### config.mk
export PLATFORM = sky130hd
export DESIGN_NAME = uart_mem_loader
export DESIGN_NICKNAME = d
export VERILOG_FILES = /design/src/rtl/uart_mem_loader.sv
export SDC_FILE = /design/constraint.sdc
export NUM_CORES = 1
export LEC_CHECK = 0
export CORE_ASPECT_RATIO = 1.5
export CORE_UTILIZATION = 40
export DETAILED_ROUTE_END_ITERATION = 8
export PLACE_DENSITY_LB_ADDON = 0.05
export SKIP_CTS_REPAIR_TIMING = 1
export SYNTH_ARGS = -nofsm -noshare
export SYNTH_HDL_FRONTEND = slang
export SYNTH_SLANG_ARGS = --single-unit
### constraint.sdc
create_clock -name clk -period 3.4 [get_ports clk]
set_input_delay 0.68 -clock clk [delete_from_list [all_inputs] [get_ports clk]]
set_output_delay 0.68 -clock clk [all_outputs]
set_load 0.1 [all_outputs]
### src/rtl/uart_mem_loader.sv
// UART 8N1 receiver that packs big-endian byte pairs into 16-bit words and
// writes them to sequential RAM addresses while a load session is enabled.
module uart_mem_loader #(
  parameter int         CLKS_PER_BIT = 434,
  parameter logic [7:0] LAST_ADDR    = 8'hFF
) (
  input  logic        clk,
  input  logic        reset,
  input  logic        rx,
  input  logic        load_en,
  output logic        mem_we,
  output logic [7:0]  mem_addr,
  output logic [15:0] mem_din,
  output logic        busy,
  output logic        done,
  output logic        frame_err,
  output logic [8:0]  word_count
);

  localparam int CNT_W = (CLKS_PER_BIT > 2) ? $clog2(CLKS_PER_BIT) : 1;
  localparam logic [CNT_W-1:0] BIT_END  = CNT_W'(CLKS_PER_BIT - 1);
  localparam logic [CNT_W-1:0] HALF_END = CNT_W'(CLKS_PER_BIT / 2 - 1);

  typedef enum logic [1:0] {RX_IDLE, RX_START, RX_DATA, RX_STOP} rx_state_t;
  typedef enum logic [1:0] {P_HI, P_LO, P_WRITE} p_state_t;

  // Receiver state
  logic             rx_meta_reg, rx_sync_reg;
  rx_state_t        rx_state_reg, rx_state_next;
  logic [CNT_W-1:0] cnt_reg, cnt_next;
  logic [2:0]       bit_reg, bit_next;
  logic [7:0]       shift_reg, shift_next;
  logic             byte_valid_reg, byte_valid_next;
  logic             stop_err_reg, stop_err_next;

  // Packer state
  p_state_t   p_state_reg, p_state_next;
  logic       load_en_reg;
  logic [7:0] hi_reg, hi_next, lo_reg, lo_next;
  logic [7:0] addr_reg, addr_next;
  logic [8:0] count_reg, count_next;
  logic       done_reg, done_next;
  logic       ferr_reg, ferr_next;
  logic       load_rise;

  assign load_rise = load_en & ~load_en_reg;

  always_ff @(posedge clk or posedge reset) begin
    if (reset) begin
      rx_meta_reg    <= 1'b1;
      rx_sync_reg    <= 1'b1;
      rx_state_reg   <= RX_IDLE;
      cnt_reg        <= '0;
      bit_reg        <= '0;
      shift_reg      <= '0;
      byte_valid_reg <= 1'b0;
      stop_err_reg   <= 1'b0;
    end else begin
      rx_meta_reg    <= rx;
      rx_sync_reg    <= rx_meta_reg;
      rx_state_reg   <= rx_state_next;
      cnt_reg        <= cnt_next;
      bit_reg        <= bit_next;
      shift_reg      <= shift_next;
      byte_valid_reg <= byte_valid_next;
      stop_err_reg   <= stop_err_next;
    end
  end

  always_comb begin
    rx_state_next   = rx_state_reg;
    cnt_next        = cnt_reg + CNT_W'(1);
    bit_next        = bit_reg;
    shift_next      = shift_reg;
    byte_valid_next = 1'b0;
    stop_err_next   = 1'b0;
    case (rx_state_reg)
      RX_IDLE: begin
        cnt_next = '0;
        if (!rx_sync_reg) rx_state_next = RX_START;
      end
      RX_START: begin
        // Mid-start-bit recheck rejects short glitches on the line
        if (cnt_reg == HALF_END) begin
          cnt_next      = '0;
          bit_next      = '0;
          rx_state_next = rx_sync_reg ? RX_IDLE : RX_DATA;
        end
      end
      RX_DATA: begin
        if (cnt_reg == BIT_END) begin
          cnt_next   = '0;
          shift_next = {rx_sync_reg, shift_reg[7:1]};
          bit_next   = bit_reg + 3'd1;
          if (bit_reg == 3'd7) rx_state_next = RX_STOP;
        end
      end
      RX_STOP: begin
        if (cnt_reg == BIT_END) begin
          cnt_next        = '0;
          byte_valid_next = rx_sync_reg;
          stop_err_next   = ~rx_sync_reg;
          rx_state_next   = RX_IDLE;
        end
      end
      default: rx_state_next = RX_IDLE;
    endcase
  end

  always_ff @(posedge clk or posedge reset) begin
    if (reset) begin
      p_state_reg <= P_HI;
      load_en_reg <= 1'b0;
      hi_reg      <= '0;
      lo_reg      <= '0;
      addr_reg    <= '0;
      count_reg   <= '0;
      done_reg    <= 1'b0;
      ferr_reg    <= 1'b0;
    end else begin
      p_state_reg <= p_state_next;
      load_en_reg <= load_en;
      hi_reg      <= hi_next;
      lo_reg      <= lo_next;
      addr_reg    <= addr_next;
      count_reg   <= count_next;
      done_reg    <= done_next;
      ferr_reg    <= ferr_next;
    end
  end

  always_comb begin
    p_state_next = p_state_reg;
    hi_next      = hi_reg;
    lo_next      = lo_reg;
    addr_next    = addr_reg;
    count_next   = count_reg;
    done_next    = done_reg;
    ferr_next    = ferr_reg;
    if (load_rise) begin
      // Restart wins over any byte arriving in the same cycle
      p_state_next = P_HI;
      addr_next    = '0;
      count_next   = '0;
      done_next    = 1'b0;
      ferr_next    = 1'b0;
    end else begin
      case (p_state_reg)
        P_HI: begin
          if (byte_valid_reg && load_en_reg && !done_reg) begin
            hi_next      = shift_reg;
            p_state_next = P_LO;
          end
        end
        P_LO: begin
          if (!load_en_reg) begin
            p_state_next = P_HI;
          end else if (byte_valid_reg) begin
            lo_next      = shift_reg;
            p_state_next = P_WRITE;
          end
        end
        P_WRITE: begin
          // The strobe completes even if load_en dropped; address holds at the end
          p_state_next = P_HI;
          if (count_reg != 9'd256) count_next = count_reg + 9'd1;
          if (addr_reg == LAST_ADDR) done_next = 1'b1;
          else                       addr_next = addr_reg + 8'd1;
        end
        default: p_state_next = P_HI;
      endcase
      if (stop_err_reg) begin
        ferr_next = 1'b1;
        if (p_state_reg != P_WRITE) p_state_next = P_HI;
      end
    end
  end

  assign mem_we     = (p_state_reg == P_WRITE);
  assign mem_addr   = addr_reg;
  assign mem_din    = {hi_reg, lo_reg};
  assign busy       = load_en_reg & ~done_reg;
  assign done       = done_reg;
  assign frame_err  = ferr_reg;
  assign word_count = count_reg;

endmodule

Word-level counts from Yosys, hierarchy flattened:

Cells that the tools add are included.

* add/sub/neg operators: 4
* equality and inequality tests: 17
* mux-type cells: 35
* bitwise gates (word level): 6
* reductions and logical operators: 19

Operator list (number)
* 9-bit 2-to-1 mux: 5
* 9-bit case mux with 3 select lines: 1
* 2-bit 2-to-1 mux: 12
* 8-bit 2-to-1 mux: 3
* 9-bit by 1-bit adder with 9-bit output (second input constant): 2
* 2-bit inequality test (second input constant): 7
* 2-bit nonzero test: 5
* 9-bit by 8-bit equality test with 1-bit output (second input constant): 1
* 9-bit equality test (second input constant): 1
* 1-bit 2-to-1 mux: 9
* 9-bit inequality test (second input constant): 1
* 8-bit by 1-bit adder with 8-bit output (second input constant): 1
* 8-bit equality test (second input constant): 1
* 2-bit case mux with 4 select lines: 1
* 2-bit AND reduction: 4
* 2-bit equality test (second input constant): 3
* 3-bit 2-to-1 mux: 2
* 3-bit case mux with 2 select lines: 1
* 3-bit AND reduction: 2
* 5-bit AND reduction: 1
* 2-bit by 1-bit equality test with 1-bit output (second input constant): 2
* 2-bit zero test: 2
* 1-bit NOT: 4
* 2-bit case mux with 2 select lines: 1
* other kinds (7): 9

* bits in registers: 64
* bits of input ports: 4
* output and inout bits: 37
* logic and storage cells: 97

Depth between registers and ports, before layout:

* word-level depth: 7
* depth in mapped cells: 5
* depth with buffers taken out: 5

Least setup slack after synthesis:

No wires, ideal clock.

* path type: register -> output
* start point: reg done_reg (netlist: done)
* end point: out busy
* data arrival time: 2.233 ns
* slack: 0.487 ns
* stages on the path, launching flop included: 2
* buffers on the path: 0
* cells stage by stage: dfrtp_1 > nor2b_1

* cells in the longest elaborated chain, start to end: 2

Ends and longest elaborated chain
* from (decl): RTL line 42 `logic done_reg, done_next;`
* from (signal assigned): RTL line 127 `done_reg <= done_next;`
* 1-bit NOT: RTL line 182 `assign busy = load_en_reg & ~done_reg;`
* 1-bit AND: RTL line 182
* to (decl): RTL line 14 `output logic busy,`

No other way between the ends.

Worst setup path in the final report:

* start point: reg lo_reg[4]
* end point: out mem_din[4]

RTL lines
* from (decl): RTL line 39 `logic [7:0] hi_reg, hi_next, lo_reg, lo_next;`
* from (signal assigned): RTL line 124 `lo_reg <= lo_next;`
* to (decl): RTL line 13 `output logic [15:0] mem_din,`

No word-level cell between the ends.

==> results by group <==
Floorplanning
  • Horiz. Die Dim: 72.5 um
  • Die Y-Extent: 108 um
  • IO Pins: 41
  • Placement Rows: 38
  • Starting Density: 41.2%
  • CORE AREA: 0.00723 mm2
  • DIE AREA: 0.00781 mm2

Clock network
  • CTS buffer count: 9
  • CTS tree: done
  • Deepest clock path buffer count: 2
  • Clk Latency, worst-skew pair: 0.34 ns
  • Htree depth: 3
  • Clock sinks: 64
  • Clk root buf: clkbuf_8
  • Clk slew on worst S/H paths: 0.08 ns

Yosys
  • Mapped Nets: 267
  • Ys Warns: 0
  • Cell variety after synth: 47
  • Syn Area/Cell: 11.7 um2
  • Post-synth EDFFs: 0
  • Synth Register Bits: 64
  • Cells after Synth: 255
  • Synthesized cell area: 0.00298 mm2
  • Most used DFF post-synth: dfrtp_1
  • Seq/Total Area, Yosys: 53.8%
  • Post-synthesis async set-or-reset flop share: 100%

Timing
  • Total Neg Setup Slack: 0 ns
  • Slew Limit Headroom: 35.1%
  • Clk_skew: 0.0116 ns
  • Fin. Hold Viols: 0
  • Tcrit/Tclk final: 74.0%
  • Worst Tran Pin Value: 0.971 ns
  • Max Clk Rate: 397 MHz
  • Final min period: 2.52 ns
  • Slew Viols, Final: 0
  • Hold_ws: 0.357 ns
  • Final WS setup: 0.883 ns
  • Setup-failing EPs final: 0
  • RSZ-0062 raised after global routing: false

Cells and area
  • Synthesis-to-layout area growth: 22.2%
  • Number of fill cells in the layout: 681
  • Area of the multi-input gates: 0.00130 mm2
  • Fraction of layout cells with a size suffix above 1: 26.1%
  • Register area: 0.00160 mm2
  • N_diodes: 0
  • Final net count: 313

Route
  • Post-route ant nets: 0
  • Vias: 2128
  • Drt wl/cell: 14.9 um
  • Vias/cell: 5.24
  • DRT iter0 DRCs: 83
  • DR pass1 iterations: 4
  • Routed WL: 6030 um
  • DRC violations left: 0

Worst setup path
  • CP Max Fanout: 2
  • Worst Path Class, Setup: flop to output port
  • Crit path buf inv count: 1
  • Required time worst endpoint: 2.72 ns
  • CP max stage delay: 1.13 ns
  • Cell chain of the critical path: clkdlybuf4s50_1
  • Worst Path Arrival: 1.84 ns
  • CP Launch Type: flop
  • CP max-delay cell: clkdlybuf4s50_1
  • Element type at the critical path end: output port
  • Top Family by Delay on Critical Path: buffers and inverters

Global route
  • Pin count of the biggest net entering global routing: 35
  • Vias in the first global route: 2110
  • Antenna violations before repair: 0
  • Total GRT Usage: 16.8%
  • First-pass GRT wire length: 9960 um
  • Grt ovf: 0

Pwr
  • Leakage power: 1.65 nW
  • Power per cell area: 406 mW/mm2
  • VDD IR max: 256 uV

Outcome
  • Outcome: complete, no violations

Placement
  • Pre-CTS setup slack: 1.24 ns
  • Post-DP HPWL: 4140 um
  • GPL Wtd Cong: 0.782
  • PortBufs: 40

Job
  • Total of max-cap violations: 0

Worst hold path
  • Hold Crit Class: flop to flop
where the power goes:
group / internal (mW) / switching [mW] / total, mW
clock: 0.346 / 0.330 / 0.676
combinational: 0.00991 / 0.0274 / 0.0374
sequential: 0.763 / 0.00135 / 0.765
total: 1.12 / 0.359 / 1.48
worst register-to-register path, cell delays in order, from the launching register on:
cell and delay (ns):
dfrtp_1 0.46, nand4bb_1 0.44, nor3_4 0.52, mux2_2 0.39
logic make-up after synthesis:
group                      after synthesis  share of synthesized area, %
and+or+nand+nor                         79                          16.8
AOI/OAI and AO/OA                       51                          11.3
adders and majority gates                8                          3.36
muxes                                   31                          11.4
xor gates and xnor gates                 3                         0.882
DFF                                     64                          53.8
buffers and inverters                   19                          2.48
Yosys cell counts (2+ instances only):
cell type / count / area share, %
nor3_1: 2 / 0.34
inv_1: 12 / 1.5
or4_1: 5 / 1.3
nor2_1: 9 / 1.1
a211oi_1: 3 / 0.76
nand4_1: 6 / 1.3
mux2i_1: 7 / 2.4
nand2_1: 15 / 1.9
a31oi_1: 2 / 0.42
xor2_1: 2 / 0.59
nor2b_1: 4 / 0.84
o21ai_0: 6 / 1.0
dfstp_2: 2 / 1.8
ha_1: 8 / 3.4
dfrtp_1: 62 / 52
or3_1: 6 / 1.3
clkbuf_1: 5 / 0.63
nand2b_1: 6 / 1.3
mux2_2: 24 / 9.1
o31ai_1: 9 / 2.3
buf_2: 2 / 0.34
a21oi_1: 17 / 2.9
nor4_1: 2 / 0.42
a41oi_1: 3 / 0.88
nand4b_1: 2 / 0.59
a22oi_1: 4 / 1.0
nor3b_1: 2 / 0.50
nand3_1: 9 / 1.5
layout make-up:
class,count,area share [%]
multi-input cells,172,35.8
clock buffers,9,3.40
clock inverters,7,2.16
flip-flops and latches,64,44.0
inverters,12,1.24
repair buffers,42,9.96
well taps,100,3.44
metal layers:
layer | share of wire [%] | global-route usage, %
met1 | 44 | 18.9
met2 | 52 | 29.1
met3 | 2.7 | 4.12
met4 | 1.5 | 8.26
met5 | 0 | 0
path summary, 6_finish.rpt:
kind                            cells after the start        start  slack [ns]       endpoint
min in group asynchronous                           2        reset        0.75  word_count[8]
worst min-delay path                                0  rx_meta_reg        0.36    rx_sync_reg
worst max-delay path                                1    lo_reg[4]        0.88     mem_din[4]
max in group asynchronous                           3        reset        1.94    rx_meta_reg
worst max register to register                      3   cnt_reg[2]        1.48   shift_reg[2]
worst min register to register                      0  rx_meta_reg        0.36    rx_sync_reg
stage by stage:
stage               instances  area (um2)  util (%)  power (mW)
floorplan                 255        2980         -       0.803
global placement          390        3440      47.6       0.819
detailed placement        390        3440      47.6       0.819
CTS                       406        3640      50.4        1.50
global route              406        3640      50.4        1.53
finish                    406        3640      50.4        1.48
cells in the final DEF (no fill, tap or decap), types with 8 or more instances in the layout:
cell type / instances
a21oi_1: 17
nand3_1: 9
inv_1: 11
nor2_1: 9
clkbuf_8: 9
clkdlybuf4s50_1: 14
nand2_1: 15
ha_1: 8
mux2_2: 24
o31ai_1: 9
dfrtp_1: 62
buf_4: 27
(Power assumes the default switching activity.)
